`src/rtl/store_merge_if.sv`:
```
// Store-merge bus bundle: CPU store request/status plus the word-wide memory port.
interface store_merge_if;
  logic        req;
  logic [2:0]  func3;
  logic [31:0] addr;
  logic [31:0] wdata;
  logic        busy;
  logic        done;
  logic        err;
  logic [31:0] mem_addr;
  logic        mem_re;
  logic [31:0] mem_rdata;
  logic        mem_we;
  logic [31:0] mem_wdata;

  modport slave (
    input  req, func3, addr, wdata, mem_rdata,
    output busy, done, err, mem_addr, mem_re, mem_we, mem_wdata
  );

  modport master (
    output req, func3, addr, wdata, mem_rdata,
    input  busy, done, err, mem_addr, mem_re, mem_we, mem_wdata
  );
endinterface

```
`src/rtl/store_merge.sv`:
```
// Store merge unit: turns sb/sh/sw stores into word-wide memory writes.
// Sub-word stores do a read-modify-write; aligned sw writes directly.
module store_merge #(
  parameter int RD_LAT = 1
) (
  input  logic         clk,
  input  logic         rst,
  store_merge_if.slave bus
);

  typedef enum logic [1:0] {
    IDLE  = 2'd0,
    READ  = 2'd1,
    WAIT  = 2'd2,
    WRITE = 2'd3
  } state_t;

  localparam logic [1:0] LAST_CNT = 2'(RD_LAT - 1);

  state_t      state_q, state_d;
  logic [2:0]  func3_q, func3_d;
  logic [31:0] addr_q, addr_d;
  logic [31:0] wdata_q, wdata_d;
  logic [31:0] rdata_q, rdata_d;
  logic [1:0]  cnt_q, cnt_d;
  logic        err_q, err_d;

  logic        is_sb, is_sh, is_sw, legal;
  logic [31:0] merged;

  // Classify the incoming store straight from the request inputs.
  always_comb begin
    is_sb = (bus.func3 == 3'b000);
    is_sh = (bus.func3 == 3'b001);
    is_sw = (bus.func3 == 3'b010);
    legal = is_sb
          | (is_sh & ~bus.addr[0])
          | (is_sw & (bus.addr[1:0] == 2'b00));
  end

  // Next-state logic: accept in IDLE, read, wait out the memory latency, write.
  always_comb begin
    state_d = state_q;
    func3_d = func3_q;
    addr_d  = addr_q;
    wdata_d = wdata_q;
    rdata_d = rdata_q;
    cnt_d   = cnt_q;
    err_d   = 1'b0;
    case (state_q)
      IDLE: begin
        cnt_d = 2'd0;
        if (bus.req) begin
          if (legal) begin
            func3_d = bus.func3;
            addr_d  = bus.addr;
            wdata_d = bus.wdata;
            state_d = is_sw ? WRITE : READ;
          end else begin
            err_d = 1'b1;
          end
        end
      end
      READ: begin
        cnt_d   = 2'd0;
        state_d = WAIT;
      end
      WAIT: begin
        if (cnt_q == LAST_CNT) begin
          rdata_d = bus.mem_rdata;
          cnt_d   = 2'd0;
          state_d = WRITE;
        end else begin
          cnt_d = cnt_q + 2'd1;
        end
      end
      WRITE: begin
        state_d = IDLE;
      end
      default: begin
        state_d = IDLE;
      end
    endcase
  end

  // State and operand registers; reset clears everything at once.
  always_ff @(posedge clk or posedge rst) begin
    if (rst) begin
      state_q <= IDLE;
      func3_q <= 3'b000;
      addr_q  <= 32'h0;
      wdata_q <= 32'h0;
      rdata_q <= 32'h0;
      cnt_q   <= 2'd0;
      err_q   <= 1'b0;
    end else begin
      state_q <= state_d;
      func3_q <= func3_d;
      addr_q  <= addr_d;
      wdata_q <= wdata_d;
      rdata_q <= rdata_d;
      cnt_q   <= cnt_d;
      err_q   <= err_d;
    end
  end

  // Merge the latched store data into the captured memory word.
  always_comb begin
    merged = rdata_q;
    case (func3_q)
      3'b000: begin
        case (addr_q[1:0])
          2'd0: merged[7:0]   = wdata_q[7:0];
          2'd1: merged[15:8]  = wdata_q[7:0];
          2'd2: merged[23:16] = wdata_q[7:0];
          2'd3: merged[31:24] = wdata_q[7:0];
          default: merged = rdata_q;
        endcase
      end
      3'b001: begin
        if (addr_q[1]) merged[31:16] = wdata_q[15:0];
        else           merged[15:0]  = wdata_q[15:0];
      end
      3'b010: merged = wdata_q;
      default: merged = rdata_q;
    endcase
  end

  // Outputs decode registered state only, so reset clears them immediately.
  always_comb begin
    bus.busy      = (state_q != IDLE);
    bus.done      = (state_q == WRITE);
    bus.err       = err_q;
    bus.mem_re    = (state_q == READ);
    bus.mem_we    = (state_q == WRITE);
    bus.mem_wdata = (state_q == WRITE) ? merged : 32'h0;
    bus.mem_addr  = {addr_q[31:2], 2'b00};
  end

endmodule
```
`src/flat_wrapper.sv`:
```
// flat-port wrapper written by rule: the top's interface ports become plain ports
module store_merge_flat 
#(
  parameter int RD_LAT = 1
)
  (clk, rst, bus_req, bus_func3, bus_addr, bus_wdata, bus_mem_rdata, bus_busy, bus_done, bus_err, bus_mem_addr, bus_mem_re, bus_mem_we, bus_mem_wdata);
  store_merge_if bus_i ();
  input  logic clk;
  input  logic rst;
  input wire logic [$bits(bus_i.req)-1:0] bus_req;
  input wire logic [$bits(bus_i.func3)-1:0] bus_func3;
  input wire logic [$bits(bus_i.addr)-1:0] bus_addr;
  input wire logic [$bits(bus_i.wdata)-1:0] bus_wdata;
  input wire logic [$bits(bus_i.mem_rdata)-1:0] bus_mem_rdata;
  output wire logic [$bits(bus_i.busy)-1:0] bus_busy;
  output wire logic [$bits(bus_i.done)-1:0] bus_done;
  output wire logic [$bits(bus_i.err)-1:0] bus_err;
  output wire logic [$bits(bus_i.mem_addr)-1:0] bus_mem_addr;
  output wire logic [$bits(bus_i.mem_re)-1:0] bus_mem_re;
  output wire logic [$bits(bus_i.mem_we)-1:0] bus_mem_we;
  output wire logic [$bits(bus_i.mem_wdata)-1:0] bus_mem_wdata;
  assign bus_i.req = bus_req;
  assign bus_i.func3 = bus_func3;
  assign bus_i.addr = bus_addr;
  assign bus_i.wdata = bus_wdata;
  assign bus_i.mem_rdata = bus_mem_rdata;
  assign bus_busy = bus_i.busy;
  assign bus_done = bus_i.done;
  assign bus_err = bus_i.err;
  assign bus_mem_addr = bus_i.mem_addr;
  assign bus_mem_re = bus_i.mem_re;
  assign bus_mem_we = bus_i.mem_we;
  assign bus_mem_wdata = bus_i.mem_wdata;
  store_merge #(.RD_LAT(RD_LAT)) u_core (.clk(clk), .rst(rst), .bus(bus_i));
endmodule
```
`config.mk`:
```
export PLATFORM = sky130hd
export DESIGN_NAME = store_merge_flat
export DESIGN_NICKNAME = d
export VERILOG_FILES = /design/src/rtl/store_merge_if.sv /design/src/rtl/store_merge.sv /design/src/flat_wrapper.sv
export SDC_FILE = /design/constraint.sdc
export NUM_CORES = 1
export LEC_CHECK = 0
export BUFFER_PORTS_ARGS = -buffer_cell sky130_fd_sc_hd__buf_2
export CAP_MARGIN = 5
export CORE_MARGIN = 2
export CORE_UTILIZATION = 51
export DETAILED_ROUTE_END_ITERATION = 10
export PLACE_DENSITY = 0.84
export SYNTH_ARGS = -nofsm -noshare
export SYNTH_HDL_FRONTEND = slang
export SYNTH_SLANG_ARGS = --single-unit
```
`constraint.sdc`:
```
create_clock -name clk -period 4.2 [get_ports clk]
set_clock_uncertainty 0.2 [all_clocks]
set_input_delay 0.63 -clock clk [delete_from_list [all_inputs] [get_ports clk]]
set_output_delay 0.63 -clock clk [all_outputs]
set_load 0.02 [all_outputs]
```
==> results.md, run 1 <==
- The run finished with clean final reports.
- The leakage component of the power is just under 3 nW.
- The floorplan die width is 105 um.
- Power spread over the standard cell area amounts to 743 nW/um2.
- The final max-slew violation count came to 0.
- The critical setup path kind is reg -> out.
- In this run the remaining antenna-violating nets after routing total 0.
- The area of the core is approximately 9900 um2.
- The initial antenna violation count is 2.
- The final layout contains 667 nets.
- Detailed routing inserted a total of 3,824 vias.
- Of all flip-flops after synthesis, the portion carrying an async set or reset was 1.00.
- The launching element type of the critical path is a register.
- The worst pin sits at a relative slew slack of 0.512.
- The number of CTS-inserted buffers is 9.
- The placer congestion estimate is 0.898.
- The global-route total usage across every layer is 0.229.
- Of the cells placed in the final design, the portion with a size suffix greater than 1 is 0.413.
- The fraction of the yosys area taken by sequential cells is 0.500.
- The clock root buffer is sky130_fd_sc_hd__clkbuf_8.
- The cell area that synthesis handed to floorplanning was between 5000 and 6000 um2.
- The routed design could run at a clock period as short as 3.72 ns.
- The die area is 11,000 um2.
- The count of cells resized by post-cts repair is 0.
- For this run, the leading register cell type out of synthesis is sky130_fd_sc_hd__dfrtp_1.
- The total power after layout is 4.53 mW.
- Of the available clock period, the critical path in the final layout requires 0.885.
- Setup repair after global routing left no endpoint under its margin.
- After detailed routing, the number of vias per cell comes to 5.49.
- The pin count of the biggest net entering global routing is 57.
- The transition time of the tightest slew-check pin is 0.732 ns.
- The Yosys warning count is 0.
- The post-layout utilization of the core is 0.617.
- The top fanout value on the critical path is 25.
- The worst-case vdd ir drop is 362 uV.
- The TritonCTS clock tree is yes.
- The die height is 105 um.
- The total count of hold-check failures in the final report came to 0.
- The routed wire length per instance is between 15 and 20 um.
- The DRC marker count from the first detailed-route iteration is ~220.
- The number of unique standard cell types used by synthesis is 44.
- The wire length of the first global-routing pass is 19,700 um.
- Setup violations remaining at the end of the flow were counted as 0.
- The synthesized design contains 0 enable-type register cells.
- Post-CTS timing repair inserted 0 buffers for setup.
- For this design the top-level I/O count stands at 171.
- The clock-pin slew of the registers on the worst-case setup and hold paths is about 0.1 ns.
- The DRC violations left is 0.
- The worst hold-check path type is in -> async.
- Dividing the synthesized area by the synthesized cell count gives roughly 12 um2.
- For this run, the top clock speed supported by timing is 269 MHz.
- The count of buffers added on input and output ports is 168.
- Data arrives at the worst endpoint at 2.89 ns.
- The count of filler cells inserted in the layout is 798.
- For the worst setup path, the data required time is approximately 3.4 ns.
- The tool flagged a number of max-cap violations equal to 0.
- The endpoint type of the worst setup path is a primary output.
- The H-tree was split into 3 levels.
- The synthesized netlist cell count is 425.
- Clock latency on the worst-skew pair, taken at its later pin, is 0.37 ns.
- The clock sink count is 104.
- The site row count is 36.
- For the final routed database, the setup TNS stands at 0 ns.
- The number of global-route vias before repair was 3,961.
- The total global routing overflow is 0.
- Relative to the synthesized area, the layout overhead comes to 16.9%.
- The HPWL after detailed placement is between 9000 and 10,000 um.
- The number of buffers added to fix hold violations after cts is 0.
- The initial cell density of the core is 0.528.
- The clock passes through at most 2 buffers.
- The first detailed-routing pass took 5 iterations.
- The number of flip-flops and latches in the synthesized netlist is 104.
- After detailed routing, the total wire length is 12,400 um.
## final cells by class
cell class | count | area, um2 | share of cell area
flip-flops and latches | 104 | 2600 | 0.427
clock buffers | 11 | 131 | 0.0216
diodes | 1 | 2.50 | 0.000411
multi-input cells | 258 | 2220 | 0.364
repair buffers | 175 | 893 | 0.147
inverters | 9 | 36.3 | 0.00596
well taps | 133 | 166 | 0.0273
clock inverters | 5 | 40.0 | 0.00658
## synthesized netlist by cell type (4+ instances only)
cell,number,area (um2)
sky130_fd_sc_hd__nand2_1,28,105
sky130_fd_sc_hd__o22ai_1,9,56.3
sky130_fd_sc_hd__ha_1,8,100
sky130_fd_sc_hd__and2_1,7,43.8
sky130_fd_sc_hd__nor2_1,13,48.8
sky130_fd_sc_hd__a221o_1,13,130
sky130_fd_sc_hd__a22oi_1,4,30.0
sky130_fd_sc_hd__mux2_2,36,405
sky130_fd_sc_hd__a32oi_1,8,70.1
sky130_fd_sc_hd__a21oi_1,7,35.0
sky130_fd_sc_hd__buf_4,34,255
sky130_fd_sc_hd__mux2_1,62,698
sky130_fd_sc_hd__clkbuf_1,11,41.3
sky130_fd_sc_hd__o21ai_0,6,30.0
sky130_fd_sc_hd__nor2b_1,4,25.0
sky130_fd_sc_hd__nand2b_1,8,50.1
sky130_fd_sc_hd__mux2i_1,13,130
sky130_fd_sc_hd__inv_1,9,33.8
sky130_fd_sc_hd__dfrtp_1,104,2600
sky130_fd_sc_hd__buf_2,4,20.0
## critical path: stages, from the launching register on
cell and delay, ns:
sky130_fd_sc_hd__dfrtp_1 0.45, sky130_fd_sc_hd__ha_1 0.19, sky130_fd_sc_hd__buf_4 0.27, sky130_fd_sc_hd__nand2b_1 0.37, sky130_fd_sc_hd__nand2b_1 0.36, sky130_fd_sc_hd__nor3b_2 0.44, sky130_fd_sc_hd__a221o_1 0.25, sky130_fd_sc_hd__buf_2 0.17
## kinds of logic (layout without fill, tap and decap cells)
logic type | count (synthesis) | in the layout | synth area share
and+or+nand+nor | 75 | 75 | 0.0747
AOI/OAI and AO/OA | 62 | 62 | 0.0932
muxes | 111 | 111 | 0.237
other | 1 | 3 | 0.000720
adders and majority gates | 8 | 8 | 0.0192
DFF | 104 | 104 | 0.500
buffers and inverters | 64 | 200 | 0.0759
## report_power, final
group | switching (mW) | total [mW] | internal (mW)
logic | 1.15 | 2.05 | 0.904
registers | 0.423 | 1.91 | 1.48
clock network | 0.348 | 0.568 | 0.220
## metrics by stage
step / area [um2] / hold slack [ns] / worst slack (ns) / instances
floorplan: 5210 / 0.250 / 0.638 / 426
global placement: 5910 / 0.265 / 1.08 / 679
detailed placement: 5910 / 0.277 / 0.984 / 679
CTS: 6090 / 0.157 / 0.517 / 695
global route: 6090 / 0.197 / 0.366 / 695
finish: 6090 / 0.147 / 0.483 / 696
## sequential cells by signal, indices dropped and copies added (netlist names)
name / cells
u_core.addr_q: 32
u_core.rdata_q: 32
u_core.wdata_q: 32
u_core.func3_q: 3
u_core.cnt_q: 2
u_core.state_q: 2
u_core.bus.err: 1
## routing by layer
layer  wire, um  track usage
met5          0            0
met3       1070       0.0655
met1       5000        0.278
met2       6050        0.380
met4        322       0.0971
## placed cells by master, fill, tap and decap left out, types with 2 or more instances in the layout
master,instances
sky130_fd_sc_hd__conb_1,2
sky130_fd_sc_hd__a221o_1,13
sky130_fd_sc_hd__inv_1,8
sky130_fd_sc_hd__o22ai_1,9
sky130_fd_sc_hd__clkinvlp_4,3
sky130_fd_sc_hd__nand3b_1,3
sky130_fd_sc_hd__ha_1,8
sky130_fd_sc_hd__nand2_1,28
sky130_fd_sc_hd__nand2b_1,8
sky130_fd_sc_hd__clkbuf_8,9
sky130_fd_sc_hd__dfrtp_1,104
sky130_fd_sc_hd__a31o_2,2
sky130_fd_sc_hd__o21a_1,2
sky130_fd_sc_hd__buf_4,7
sky130_fd_sc_hd__nand4b_1,2
sky130_fd_sc_hd__nand3_1,3
sky130_fd_sc_hd__clkbuf_1,2
sky130_fd_sc_hd__nor3b_1,3
sky130_fd_sc_hd__mux2i_1,13
sky130_fd_sc_hd__nor2_1,13
sky130_fd_sc_hd__a21oi_1,7
sky130_fd_sc_hd__mux2_1,62
sky130_fd_sc_hd__inv_6,2
sky130_fd_sc_hd__and2_1,7
sky130_fd_sc_hd__nor2b_1,4
sky130_fd_sc_hd__buf_2,168
sky130_fd_sc_hd__a22oi_1,4
sky130_fd_sc_hd__mux2_2,36
sky130_fd_sc_hd__a32oi_1,8
sky130_fd_sc_hd__o21ai_0,6
## final timing paths
path	startpoint	slack [ns]	depth (start not counted)	end
worst max-delay path	u_core.state_q[0]	0.48	7	bus_mem_wdata[8]
worst min-delay path	rst	0.15	2	u_core.addr_q[18]
worst max register to register	u_core.state_q[0]	2.07	5	u_core.wdata_q[0]
worst min register to register	u_core.addr_q[11]	0.29	1	u_core.addr_q[11]
max in group asynchronous	rst	2.68	3	u_core.addr_q[1]
min in group clk	bus_addr[18]	0.26	2	u_core.addr_q[18]
Note: power is estimated with default switching activity, not from simulation.
==> inputs of run 2 (changes only) <==
==> constraint.sdc (replaced) <==
create_clock -name clk -period 4.2 [get_ports clk]
set_clock_uncertainty 0.2 [all_clocks]
set_input_delay 0.84 -clock clk [delete_from_list [all_inputs] [get_ports clk]]
set_output_delay 0.84 -clock clk [all_outputs]
set_load 0.02 [all_outputs]
==> run 2 against run 1 <==
Compared with the run above:
- register-to-register slack worse by 0.14 ns
- fmax up 1.4%
- worst setup slack improved by 0.050 ns
- global-route usage decreased by 0.94 points
- clock-buffer cell count is 1 lower
- clock power decreased by 5.1%
- critical path type unchanged
==> results.md, run 2 (synthesized netlist as in run 1, its figures left out) <==
- The clock latency of the later-clocked register in the worst-skew pair is approximately 0.35 ns.
- Compared with the post-synthesis result, the final layout area differs by 16.6%.
- The TritonCTS clock tree is yes.
- The number of buffers added on ports is between 150 and 200.
- After routing the design area is 6070 um2.
- The site row count is 36.
- The path depth of the worst reg2reg path is 5.
- The multi-input combinational cells in the finished layout cover a total of 2220 um2.
- The total count of hold-check failures in the final report is 0.
- In this run the cell area measured after placement is a little under 6000 um2.
- The total number of H-tree levels is 3.
- The final standard cell count with taps included and fillers excluded is about 700.
- The endpoint type of the worst setup path is a primary output.
- The sequential cells in the finished layout cover a total of ~2600 um2.
- The initial cell density of the core is 0.528.
- The delay of the slowest critical-path stage is around 0.46 ns.
- The period utilization is 0.873.
- The cell family contributing the most delay on the critical path is simple AND/OR/NAND/NOR gates.
- The number of nets in the layout is 667.
- The total power after layout is 4.48 mW.
- The number of CTS-inserted buffers is 9.
- After floorplanning, the core was sized to cover approximately 10000 um2.
- Data on the critical path arrives at its endpoint at 2.63 ns.
- The wire length of the first global-routing pass is 19,100 um.
- Headroom to the max-slew limit came out at 0.443.
- Across all setup checks in the final design, the least slack found is 0.532 ns.
- The count of pins on the block boundary is approximately 170.
- The worst register-to-register path ends at u_core.wdata_q[28].
- The count of inserted antenna diode cells is 0.
- The max-cap check violation count is 0.
- The final route contains 3,823 vias.
- The worst setup path is launched from a register.
- The worst hold path stage count is 1.
- The signal on the critical path passes through ha_1 -> buf_4 -> nand2b_1 -> buf_4 -> nand2b_1 -> nor3b_2 -> a221o_1 -> buf_2.
- Hold repair after CTS inserted 0 buffers.
- The filler cells instantiated in the layout total 762.
- For the pin with the worst max-slew slack, the measured transition is 0.835 ns.
- Together, buffers and inverters on the worst path number 3.
- The die is 105 um wide.
- Setup violations remaining at the end of the flow were counted as 0.
- The endpoint of the worst hold path is u_core.addr_q[16].
- For this design, the slowest cell found on the critical path is sky130_fd_sc_hd__nor3b_2.
- Gates resized during post-CTS repair numbered 0.
- The total wire length after detailed routing is 11,900 um.
- In this run the worst setup path begins at u_core.state_q[0].
- Summed over all nets, the half-perimeter wirelength after detailed placement is 8970 um.
- The detailed-route vias per instance is between 5 and 6.
- The die height is 105 um.
- The worst hold-check path type is reg -> reg.
- The clock net in this run drives a total of 104 sinks.
- The clock-pin slew of the registers on the worst-case setup and hold paths is 0.09 ns.
- The initial antenna violation count was 0.
- Leaving out fill and tap cells, the most frequent cell in the layout is sky130_fd_sc_hd__buf_2.
- The number of antenna-violating nets in the routed design is 0.
- Setup repair after global routing left no endpoint under its margin.
- The flow ran to the end, and the final reports show no timing, DRC or antenna violations.
- The die covers 11,000 um2.
- In the global route stage, overall resource usage came out at 0.220.
- In this run the power density over the cells is 738 nW/um2.
- The total global routing overflow is 0.
- The critical setup path kind is reg -> out.
- The maximum achievable frequency is 273 MHz.
- The routed wire length per instance is 17.1 um.
- The setup check on the worst reg-to-reg path leaves a slack of 1.93 ns.
- After detailed routing, the number of remaining DRC violations is 0.
- Counting along the longest clock path gives a buffer depth of 2.
- In the layout the commonest cells are 168 x sky130_fd_sc_hd__buf_2, 104 x sky130_fd_sc_hd__dfrtp_1, 62 x sky130_fd_sc_hd__mux2_1, 36 x sky130_fd_sc_hd__mux2_2, 28 x sky130_fd_sc_hd__nand2_1.
- Of the cells placed in the final design, the portion with a size suffix greater than 1 is 0.414.
- Summed over all cells, the static leakage comes to between 2 and 3 nW.
- Before CTS, the worst setup slack after placement is 0.933 ns.
- Entering global routing, the biggest net connects 68 pins.
- In this run, the number of DRC markers left after iteration 0 of detailed routing was 200.
- The first detailed-routing pass ran for 5 iterations.
- The placer congestion estimate is 0.926.
- The worst register-to-register path begins at u_core.state_q[0].
- The routed design could run at a clock period as short as 3.67 ns.
- The final max-slew violation count was 0.
- Along the worst path, the maximum fanout reaches 25.
- The clock root buffer is sky130_fd_sc_hd__clkbuf_8.
- At the worst endpoint, the required time is between 3 and 4 ns.
- The count of buffers added by post-CTS timing repair for setup is 0.
- In the final timing run, aggregate negative setup slack is 0 ns.
- The worst hold path begins at u_core.addr_q[16].
- The worst-case IR drop observed on VDD is 328 uV.
- The number of global-route vias before repair is 3,705.
- In the final layout, the registers with the most flip-flops are u_core.addr_q (32), u_core.rdata_q (32), u_core.wdata_q (32).
- The placed instance count is just under 700.
==> run 2: cell types whose count changed in the layout (fill, tap and decap cells not counted), sizes merged <==
cell | previous run | this run
clkbuf | 11 | 10
clkinvlp | 3 | 0
diode | 1 | 0
clkinv | 0 | 3
==> run 2: worst max path at each step <==
stage | endpoint | slack, ns | depth (start not counted)
floorplan | u_core.addr_q[0] | 0.43 | 1
global placement | bus_mem_wdata[8] | 1.07 | 8
detailed placement | bus_mem_wdata[8] | 0.93 | 8
CTS | bus_mem_wdata[8] | 0.52 | 8
global route | bus_mem_wdata[8] | 0.39 | 8
finish | bus_mem_wdata[8] | 0.53 | 8
==> run 2: final cells by class <==
class / count / share of cell area
Sequential cell: 104 / 0.428
Multi-Input combinational cell: 258 / 0.365
Inverter: 9 / 0.00597
Tap cell: 133 / 0.0274
Clock buffer: 10 / 0.0210
Clock inverter: 5 / 0.00536
Timing Repair Buffer: 175 / 0.147
==> run 2: routing by layer <==
layer,part of all wire,up-vias,track usage
met1,0.41,1880,0.276
met5,0,-,0
met4,0.014,0,0.0724
met3,0.073,11,0.0536
met2,0.50,174,0.372
li1,-,1758,-
==> run 2: worst reg2reg max path, stage by stage, from the launching register on <==
cell,delay (ns)
sky130_fd_sc_hd__dfrtp_1,0.43
sky130_fd_sc_hd__inv_1,0.11
sky130_fd_sc_hd__ha_1,0.26
sky130_fd_sc_hd__nand4_1,0.08
sky130_fd_sc_hd__buf_4,0.65
sky130_fd_sc_hd__mux2_2,0.44
==> run 2: per-stage QoR <==
stage,utilization,hold WS [ns]
3_5_place_dp,0.600,0.276
4_1_cts,0.616,0.298
2_1_floorplan,-,0.250
6_report,0.616,0.290
3_3_place_gp,0.600,0.264
5_1_grt,0.616,0.308
==> run 2: power breakdown <==
part,total (mW),internal (mW),switching (mW),leakage (nW)
Clock,0.539,0.214,0.325,0.0867
Combinational,2.05,0.907,1.14,1.62
Sequential,1.90,1.49,0.412,1.25
Total,4.48,2.61,1.88,2.96
==> inputs of run 3 (changes only) <==
==> constraint.sdc (replaced) <==
create_clock -name clk -period 4.2 [get_ports clk]
set_clock_uncertainty 0.2 [all_clocks]
set_input_delay 0.84 -clock clk [delete_from_list [all_inputs] [get_ports clk]]
set_output_delay 0.84 -clock clk [all_outputs]
set_load 0.01 [all_outputs]
==> run 3 against run 2 <==
Compared with the run above:
- sequential share of layout area decreased by 0.15 points
- largest cell class unchanged
- via count increased by 3.0%
- clock power increased by 8.7%
- critical path type unchanged
- worst setup slack worse by 0.22 ns
==> results.md, run 3 (synthesized netlist as in run 1, its figures left out) <==
- The flow ran to the end, and the final reports show no timing, DRC or antenna violations.
- The number of buffers added to fix hold violations after cts is 0.
- No sink is reached through more buffers than the 2 on the longest clock path.
- The placed instance count is 678.
- Once detail routing completed, the nets flagged for antenna violations numbered 0.
- The die covers about 11,000 um2.
- The detailed-router iteration count before antenna repair is 5.
- The worst register-to-register path ends at u_core.addr_q[6].
- Of all nets on the critical path, the largest fanout is 25.
- The launching element type of the critical path is a register.
- The H-tree generated during clock tree synthesis spans 3 levels.
- For this design the top-level I/O count stands at 171.
- The total count of hold-check failures in the final report is 0.
- The final max-slew violation count is 0.
- Summed over all layers, the routed wires come to 12,400 um.
- Across the run, the number of max-cap violations was 0.
- The period utilization is 0.925.
- The detailed-route vias per instance is 5.67.
- The TritonCTS clock tree is yes.
- The layout cell share with drive strength beyond 1 is 0.415.
- In this run the core area contains 36 standard-cell rows.
- The worst hold-check path type is reg -> reg.
- Summing over every cut layer, the via total after detailed routing is just under 4,000.
- The final standard cell count with taps included and fillers excluded is slightly below 700.
- The path depth of the worst reg2reg path is 5.
- The initial antenna violation count is 0.
- Setup violations remaining at the end of the flow were counted as 0.
- The reg-to-reg critical path startpoint is u_core.state_q[0].
- The data arrival time of the critical path is between 2 and 3 ns.
- At the pin with the least slew margin, the transition time is 0.862 ns.
- In the layout the commonest cells are 168 x sky130_fd_sc_hd__buf_2, 104 x sky130_fd_sc_hd__dfrtp_1, 62 x sky130_fd_sc_hd__mux2_1, 36 x sky130_fd_sc_hd__mux2_2, 28 x sky130_fd_sc_hd__nand2_1.
- The critical setup path kind is reg -> out.
- In the routed design, unresolved DRC markers number 0.
- Data on the critical path is required at its endpoint by approximately 3.2 ns.
- The setup TNS is 0 ns.
- Leaving out fill and tap cells, the most frequent cell in the layout is sky130_fd_sc_hd__buf_2.
- The tightest hold path in the finished design has a slack of 0.295 ns.
- The routed wire length per instance is 17.9 um.
- The endpoint type of the worst setup path is a primary output.
- The clock latency of the later-clocked register in the worst-skew pair is 0.35 ns.
- The completed layout was analyzed and its total power is 4.32 mW.
- The core region is 9860 um2.
- Summed over all cells, the static leakage comes to 2.97 nW.
- Counting the fill cells in the layout gives about 810.
- Based on the critical path, the design can be clocked at up to 257 MHz.
- The post-layout utilization of the core is 0.618.
- The count of inserted antenna diode cells is 0.
- The worst pin sits at a relative slew slack of 0.425.
- The clock-pin slew of the registers on the worst-case setup and hold paths is 0.10 ns.
- The capturing element of the worst setup path is bus_mem_wdata[8].
- The DRC marker count from the first detailed-route iteration is 316.
- The clock net in this run drives a total of approximately 100 sinks.
- Post-CTS repair changed the size of 0 cells.
- The number of global-route vias before repair is approximately 3,900.
- The minimum clock period is 3.88 ns.
- The tree is rooted in a sky130_fd_sc_hd__clkbuf_8.
- The largest registers in the layout are u_core.addr_q (32), u_core.rdata_q (32), u_core.wdata_q (32).
- The power density relative to cell area is 709 nW/um2.
- The worst-case vdd ir drop is between 300 and 400 uV.
- In this run the worst setup path begins at u_core.state_q[0].
- The global-route total usage across every layer is 0.229.
- The count of buffers added by post-CTS timing repair for setup is 0.
- Setup repair after global routing left no endpoint under its margin.
- The initial cell density of the core is 0.528.
- The pin count of the biggest net entering global routing is slightly below 70.
- The register-to-register setup slack is 1.87 ns.
- In this run, CTS created clock tree buffers numbering 9.
- The number of buffers added on ports is 168.
- The total overflow left after global routing is 0.
- The area growth from synthesis to layout is 17.0%.
- The wire length of the first global-routing pass is 19,900 um.
- The die is 105 um wide.
- The number of nets in the layout is about 670.
- Measured along the y axis, the die boundary spans about 110 um.
- The post-DP HPWL is 9230 um.
- At the end of routability-driven placement, the weighted congestion stood at 0.912.
[run 3: cell types whose count changed in the layout (fill, tap and decap cells not counted), sizes merged]
cell    before  now
buf        175  174
clkinv       3    4
[run 3: final cells by class]
| class | instances | area, um2 | area share |
|---|---|---|---|
| flip-flops and latches | 104 | 2600 | 0.427 |
| multi-input cells | 258 | 2220 | 0.364 |
| repair buffers | 174 | 886 | 0.145 |
| well taps | 133 | 166 | 0.0273 |
| clock buffers | 10 | 138 | 0.0226 |
| clock inverters | 6 | 51.3 | 0.00842 |
| inverters | 9 | 36.3 | 0.00595 |
[run 3: worst min path at each step]
stage	startpoint	end	cells past startpoint
finish	u_core.addr_q[11]	u_core.addr_q[11]	1
global route	u_core.addr_q[25]	u_core.addr_q[25]	1
CTS	u_core.addr_q[26]	u_core.addr_q[26]	1
detailed placement	u_core.addr_q[11]	u_core.addr_q[11]	1
global placement	u_core.cnt_q[0]	u_core.cnt_q[0]	2
floorplan	u_core.cnt_q[0]	u_core.cnt_q[0]	2
[run 3: worst max-delay path, stage by stage (launching register included)]
cell,delay (ns)
sky130_fd_sc_hd__dfrtp_1,0.44
sky130_fd_sc_hd__ha_1,0.18
sky130_fd_sc_hd__buf_4,0.28
sky130_fd_sc_hd__nand2b_1,0.38
sky130_fd_sc_hd__nand2b_1,0.36
sky130_fd_sc_hd__nor3b_2,0.45
sky130_fd_sc_hd__a221o_1,0.26
sky130_fd_sc_hd__buf_2,0.13
[run 3: per-layer routing]
| layer | wire length, um | global-route usage | vias up |
|---|---|---|---|
| li1 | - | - | 1763 |
| met1 | 5000 | 0.295 | 1930 |
| met2 | 6150 | 0.394 | 218 |
| met3 | 1010 | 0.0443 | 27 |
| met4 | 257 | 0.0629 | 0 |
| met5 | 0 | 0 | - |
[run 3: through the flow]
| stage | worst slack (ns) | cell area, um2 |
|---|---|---|
| finish | 0.315 | 6100 |
| global route | 0.156 | 6100 |
| CTS | 0.338 | 6100 |
| detailed placement | 0.771 | 5910 |
| global placement | 0.900 | 5910 |
| floorplan | 0.428 | 5210 |
[run 3: report_power, final]
group | switching (mW) | internal [mW] | total (mW)
combinational | 0.928 | 0.900 | 1.83
sequential | 0.426 | 1.48 | 1.91
clock | 0.346 | 0.240 | 0.586
total | 1.70 | 2.62 | 4.32
